### src/rtl/bpsk_transmitter_if.sv
// Handshake and sample bus of the BPSK transmitter: payload write port plus modulated output.
interface bpsk_transmitter_if #(
  parameter int SIGNAL_WIDTH  = 8,
  parameter int PAYLOAD_WIDTH = 32
);
  logic [PAYLOAD_WIDTH-1:0]       payload;
  logic                           w;
  logic                           ready;
  logic signed [SIGNAL_WIDTH-1:0] sig;
  logic                           active;
  logic                           done;

  modport master (output payload, output w, input ready, input sig, input active, input done);
  modport slave  (input payload, input w, output ready, output sig, output active, output done);
endinterface

### src/rtl/bpsk_transmitter.sv
// BPSK frame transmitter: Barker preamble, MSB-first payload, then a silent guard interval.
module bpsk_transmitter #(
  parameter int                        SIGNAL_WIDTH     = 8,
  parameter int                        PAYLOAD_WIDTH    = 32,
  parameter int                        PREAMBLE_WIDTH   = 13,
  parameter logic [PREAMBLE_WIDTH-1:0] PREAMBLE         = 13'b1111100110101,
  parameter int                        HALF_PERIOD      = 4,
  parameter int                        CARRIERS_PER_BIT = 2,
  parameter int                        GUARD_BITS       = 4
) (
  input  logic             clk,
  input  logic             rst,
  bpsk_transmitter_if.slave bus
);
  localparam int BIT_SAMPLES = 2 * HALF_PERIOD * CARRIERS_PER_BIT;
  localparam int S_W         = $clog2(BIT_SAMPLES);
  localparam int MAX_A       = (PREAMBLE_WIDTH > PAYLOAD_WIDTH) ? PREAMBLE_WIDTH : PAYLOAD_WIDTH;
  localparam int MAX_BITS    = (MAX_A > GUARD_BITS) ? MAX_A : GUARD_BITS;
  localparam int B_W         = $clog2(MAX_BITS + 1);

  localparam logic [SIGNAL_WIDTH-1:0] AMP     = {1'b0, {(SIGNAL_WIDTH-1){1'b1}}};
  localparam logic [SIGNAL_WIDTH-1:0] NEG_AMP = ~AMP + 1'b1;

  localparam logic [1:0] ST_IDLE  = 2'd0;
  localparam logic [1:0] ST_PRE   = 2'd1;
  localparam logic [1:0] ST_PAY   = 2'd2;
  localparam logic [1:0] ST_GUARD = 2'd3;

  localparam logic [S_W-1:0] S_LAST     = S_W'(BIT_SAMPLES - 1);
  localparam logic [S_W-1:0] HALF       = S_W'(HALF_PERIOD);
  localparam logic [B_W-1:0] PRE_LAST   = B_W'(PREAMBLE_WIDTH - 1);
  localparam logic [B_W-1:0] PAY_LAST   = B_W'(PAYLOAD_WIDTH - 1);
  localparam logic [B_W-1:0] GUARD_LAST = B_W'(GUARD_BITS - 1);

  logic [1:0]                state;
  logic [S_W-1:0]            s;
  logic [B_W-1:0]            bitc;
  logic [PREAMBLE_WIDTH-1:0] pre_sr;
  logic [PAYLOAD_WIDTH-1:0]  pay_sr;
  logic [SIGNAL_WIDTH-1:0]   sig_q;
  logic                      done_q;

  logic                      sym_end;
  logic [S_W-1:0]            s_next;
  logic [S_W-1:0]            half_idx;
  logic                      half;
  logic                      cur_bit;
  logic [SIGNAL_WIDTH-1:0]   mod_sample;

  assign sym_end  = (s == S_LAST);
  assign s_next   = sym_end ? '0 : s + 1'b1;
  assign half_idx = s / HALF;
  assign half     = half_idx[0];
  assign cur_bit  = (state == ST_PRE) ? pre_sr[PREAMBLE_WIDTH-1] : pay_sr[PAYLOAD_WIDTH-1];
  // Positive when the bit and the carrier half differ: bit 1 starts high, bit 0 starts low.
  assign mod_sample = (cur_bit ^ half) ? AMP : NEG_AMP;

  always_ff @(posedge clk or posedge rst) begin
    if (rst) begin
      state  <= ST_IDLE;
      s      <= '0;
      bitc   <= '0;
      pre_sr <= '0;
      pay_sr <= '0;
      sig_q  <= '0;
      done_q <= 1'b0;
    end else begin
      done_q <= 1'b0;
      case (state)
        ST_IDLE: begin
          sig_q <= '0;
          if (bus.w) begin
            state  <= ST_PRE;
            s      <= '0;
            bitc   <= '0;
            pre_sr <= PREAMBLE;
            pay_sr <= bus.payload;
          end
        end
        ST_PRE: begin
          sig_q <= mod_sample;
          s     <= s_next;
          if (sym_end) begin
            pre_sr <= pre_sr << 1;
            if (bitc == PRE_LAST) begin
              bitc  <= '0;
              state <= ST_PAY;
            end else begin
              bitc <= bitc + 1'b1;
            end
          end
        end
        ST_PAY: begin
          sig_q <= mod_sample;
          s     <= s_next;
          if (sym_end) begin
            pay_sr <= pay_sr << 1;
            if (bitc == PAY_LAST) begin
              bitc  <= '0;
              state <= ST_GUARD;
            end else begin
              bitc <= bitc + 1'b1;
            end
          end
        end
        default: begin
          sig_q <= '0;
          s     <= s_next;
          if (sym_end) begin
            if (bitc == GUARD_LAST) begin
              bitc   <= '0;
              state  <= ST_IDLE;
              done_q <= 1'b1;
            end else begin
              bitc <= bitc + 1'b1;
            end
          end
        end
      endcase
    end
  end

  assign bus.sig    = sig_q;
  assign bus.ready  = (state == ST_IDLE);
  assign bus.active = (state != ST_IDLE);
  assign bus.done   = done_q;
endmodule

### src/flat_wrapper.sv
// flat-port wrapper written by rule: the top's interface ports become plain ports
module bpsk_transmitter_flat 
#(
  parameter int                        SIGNAL_WIDTH     = 8,
  parameter int                        PAYLOAD_WIDTH    = 32,
  parameter int                        PREAMBLE_WIDTH   = 13,
  parameter logic [PREAMBLE_WIDTH-1:0] PREAMBLE         = 13'b1111100110101,
  parameter int                        HALF_PERIOD      = 4,
  parameter int                        CARRIERS_PER_BIT = 2,
  parameter int                        GUARD_BITS       = 4
)
  (clk, rst, bus_payload, bus_w, bus_ready, bus_sig, bus_active, bus_done);
  bpsk_transmitter_if #(.SIGNAL_WIDTH(SIGNAL_WIDTH), .PAYLOAD_WIDTH(PAYLOAD_WIDTH)) bus_i ();
  input  logic clk;
  input  logic rst;
  input wire logic [$bits(bus_i.payload)-1:0] bus_payload;
  input wire logic [$bits(bus_i.w)-1:0] bus_w;
  output wire logic [$bits(bus_i.ready)-1:0] bus_ready;
  output wire logic [$bits(bus_i.sig)-1:0] bus_sig;
  output wire logic [$bits(bus_i.active)-1:0] bus_active;
  output wire logic [$bits(bus_i.done)-1:0] bus_done;
  assign bus_i.payload = bus_payload;
  assign bus_i.w = bus_w;
  assign bus_ready = bus_i.ready;
  assign bus_sig = bus_i.sig;
  assign bus_active = bus_i.active;
  assign bus_done = bus_i.done;
  bpsk_transmitter #(.SIGNAL_WIDTH(SIGNAL_WIDTH), .PAYLOAD_WIDTH(PAYLOAD_WIDTH), .PREAMBLE_WIDTH(PREAMBLE_WIDTH), .PREAMBLE(PREAMBLE), .HALF_PERIOD(HALF_PERIOD), .CARRIERS_PER_BIT(CARRIERS_PER_BIT), .GUARD_BITS(GUARD_BITS)) u_core (.clk(clk), .rst(rst), .bus(bus_i));
endmodule
### config.mk
export PLATFORM = sky130hd
export DESIGN_NAME = bpsk_transmitter_flat
export DESIGN_NICKNAME = d
export VERILOG_FILES = /design/src/rtl/bpsk_transmitter_if.sv /design/src/rtl/bpsk_transmitter.sv /design/src/flat_wrapper.sv
export SDC_FILE = /design/constraint.sdc
export NUM_CORES = 1
export LEC_CHECK = 0
export CORE_UTILIZATION = 54
export DETAILED_ROUTE_END_ITERATION = 8
export PLACE_DENSITY = 0.84
export RECOVER_POWER = 100
export SETUP_SLACK_MARGIN = 0.3
export SLEW_MARGIN = 20
export SYNTH_ARGS = -nofsm -noshare
export SYNTH_HDL_FRONTEND = slang
export SYNTH_SLANG_ARGS = --single-unit
### constraint.sdc
create_clock -name clk -period 2.4 [get_ports clk]
set_clock_uncertainty 0.15 [all_clocks]
set_input_delay 0.24 -clock clk [delete_from_list [all_inputs] [get_ports clk]]
set_output_delay 0.24 -clock clk [all_outputs]
set_load 0.005 [all_outputs]
==> key figures <==
Run status
  – Status: finished clean

Power and ir drop
  – Cell Int Power: 1.74 mW
  – Clk pwr share: 44.9%
  – Worst IR Drop VDD: approximately 0.4 mV
  – Static leakage: between 1.5 and 2 nW
  – Combinational fraction of design power: under 10%
  – Pwr dens: about 570 mW/mm^2
  – Sequential power share: between 40% and 50%
  – Switching pwr: ~0.47 mW
  – Total Power: around 2.2 mW
  – Sw Ratio: between 20% and 30%

Floorplan
  – Die X: approximately 80 um
  – IO Pins: 46
  – Core Area: between 0.005 and 0.006 mm^2
  – Cell Rows: 27
  – Die area: 0.00609 mm^2
  – Initial Util: between 50% and 60%
  – Die H: 78.0 um

STA
  – RSZ-0062 raised after global routing: true
  – Slew headroom: 2.18%
  – Max-slew violations: 0
  – Final Worst Setup Slack: about 0.21 ns
  – Fmax: approximately 0.46 GHz
  – Min Tclk post-route: around 2.2 ns
  – Period utilisation layout: about nine tenths
  – Setup TNS: 0 ns
  – Final setup viols: 0
  – Worst Tran Pin Value: 1.47 ns
  – Hold Fails Final Rpt: 0

Critical path
  – Worst R2R Setup Slack: around 0.21 ns
  – Worst setup path startpoint: u_core.state[0]
  – CP endpoint kind: flop
  – Worst reg2reg startpoint: u_core.state[0]
  – Worst path arrival time: 2.26 ns
  – Crit Path Category: reg -> reg
  – WP data required: approximately 2.5 ns
  – Setup crit start kind: flop
  – Worst-path fanout max: 7
  – R2R cell count: 5
  – RR Endpoint: u_core.state[0]

Route
  – Remaining DRCs: 0
  – Iter 0 DRT Violations: about 150
  – Routed Wire Length: just over 6 mm
  – Drt wl/cell: 14.3 um
  – Vias/cell: between 5 and 6
  – Routed Antenna Nets: 0
  – DR vias: between 2000 and 2500
  – Initial DRT Pass Iterations: 4

Synthesis
  – EDFF count, synth: 0
  – Async SR Flop Fraction: between 90% and 100%
  – Post-Syn Instances: ~290
  – Synth Area in Adders: under 10%
  – YS warnings: 0
  – Number of synthesized register bits: around 60
  – Sequential element share of the synthesized area: about half
  – Post-Syn Nets: between 300 and 400
  – Main combinational cell family by area after synthesis: compound AO/OA/AOI/OAI gates
  – Post-synthesis mux area share: around 11%
  – Cell taking the most area after synthesis: dfrtp_1
  – Post-Synth Simple-Gate Area: a little under an eighth
  – Synth area leaders: dfrtp_1, mux2i_1, a21oi_2
  – Mapped cell area: ~0.0031 mm^2
  – Avg Cell Area, Syn: 10.7 um^2
  – Compound-cell area share of the yosys netlist: between 10% and 20%
  – Ys flop type: dfrtp_1
  – Synth unique cells: 42
  – Synth top area share: between 40% and 50%
  – Synth Area in XOR/XNOR: 0.561%

Clocking
  – Post-CTS Hold Buffers: 0
  – Clock-pin transition on the worst setup and hold timing paths: roughly 0.070 ns
  – Worst-Skew Late Latency: roughly 0.34 ns
  – Htree depth: 3
  – CTS tree: yes
  – Root buffer cell: clkbuf_8
  – CTS max path bufs: 2
  – CTS Sinks: between 60 and 70
  – Number of buffers created by CTS: 9

GRT
  – First-pass GRT wire length: approximately 10 mm
  – Vias in the first global route: 2240
  – Congestion Overflow GR: 0
  – Initial antenna violation count: 0
  – Overall global routing resource usage: between 20 and 25%
  – Largest net degree at the start of global routing: between 60 and 70

Finish
  – ANT cells: 0
  – Area Growth Syn to Fin: 25.0%
  – Filler instances: roughly 420
  – Final instance area: approximately 0.004 mm^2
  – Most frequent cells in the layout: dfrtp_1, nor2_1, clkdlybuf4s50_1, mux2i_1, a21oi_2
  – Share of layout cells above drive strength 1: between 10% and 20%
  – Layout net count: 392
  – Most common cell after layout, fill and taps aside: dfrtp_1

Placement
  – Pre-CTS setup slack: ~0.18 ns
  – Routability congestion estimate: 0.859
  – Post-DP HPWL: ~4.0 mm
  – I/O Buffers: 45
  – DP Area: around 0.0037 mm^2

Worst hold path
  – Worst Hold End: u_core.pay_sr[0]
  – Worst Hold Launch: bus_payload[0]
  – Hold Crit Class: in -> reg
  – WHS Path Cells: 3

Run
  – Max-cap violations: 0
==> synthesized netlist by cell type, types with 2 or more instances <==
cell	n
xnor2_1	2
a21oi_2	28
buf_4	10
a21oi_1	7
nor2_1	40
o21ai_0	20
o22ai_1	3
or3_1	2
dfrtp_1	61
buf_6	5
nor3_1	2
and2_1	2
ha_1	8
nand2_1	10
nand2b_1	3
clkbuf_1	2
mux2i_1	33
a31oi_1	3
inv_1	19
nand3_1	6
mux2_2	2
nand3b_1	2
a21o_1	3
==> power by group through the flow <==
stage | registers, mW | clock network [mW] | logic (mW)
3_3_place_gp | 1.09 | 0 | 0.147
2_1_floorplan | 1.08 | 0 | 0.0716
3_5_place_dp | 1.09 | 0 | 0.152
6_report | 1.07 | 0.991 | 0.144
5_1_grt | 1.07 | 1.06 | 0.160
4_1_cts | 1.07 | 1.01 | 0.152
==> layer usage <==
layer,share of wire [%],GRT usage (%),vias up
li1,-,-,1109
met5,0,0,-
met2,52,35.9,47
met3,4.1,6.86,8
met4,1.0,7.22,0
met1,43,27.6,1096
==> how the worst max path moves through the flow <==
stage                        to  slack [ns]
2_1_floorplan   u_core.state[0]        0.35
3_3_place_gp    u_core.state[0]        0.27
3_5_place_dp    u_core.state[0]        0.18
4_1_cts              bus_active        0.31
5_1_grt        u_core.pre_sr[7]        0.15
6_report        u_core.state[0]        0.21
==> final cells by class <==
| cell class | instances | area (um^2) | area share (%) |
|---|---|---|---|
| Timing Repair Buffer | 65 | 648 | 16.6 |
| Clock inverter | 5 | 75.1 | 1.92 |
| Sequential cell | 61 | 1530 | 39.1 |
| Tap cell | 72 | 90.1 | 2.31 |
| Clock buffer | 10 | 138 | 3.53 |
| Inverter | 19 | 71.3 | 1.83 |
| Multi-Input combinational cell | 193 | 1350 | 34.7 |
==> kinds of logic (layout without fill, tap and decap cells) <==
logic type / count (synthesis) / in the layout
buffers and inverters: 38 / 99
AO/OA/AOI/OAI: 73 / 73
XOR/XNOR: 2 / 2
adder cells (fa/ha/maj): 8 / 8
flip-flops: 61 / 61
multiplexers: 35 / 35
AND/OR/NAND/NOR: 75 / 75
==> state kept, by name, summed over array words and instances (netlist names) <==
name,count
u_core.s,4
u_core.pre_sr,13
u_core.bus.sig,3
u_core.state,2
u_core.pay_sr,32
u_core.bus.done,1
u_core.bitc,6
==> critical path, cell delays in order (launching register included) <==
cell and delay [ns]:
dfrtp_1 0.40, buf_4 0.16, ha_1 0.30, or4_1 0.56, nand4b_1 0.15, mux2_2 0.34
==> stage by stage <==
step / utilization (%) / hold WS, ns / cells
3_5_place_dp: 66.0 / 0.352 / 402
5_1_grt: 70.4 / 0.367 / 425
4_1_cts: 70.4 / 0.149 / 419
2_1_floorplan: - / 0.179 / 292
3_3_place_gp: 66.0 / 0.336 / 402
6_report: 70.4 / 0.333 / 425
==> what timing repair did <==
item                       CTS  global route
pin swaps                    0             3
gates resized for setup      3             5
gates cloned                 0             0
setup endpoints to repair   11            39
setup buffers                2             6
Power figures use the tool's default switching activity.
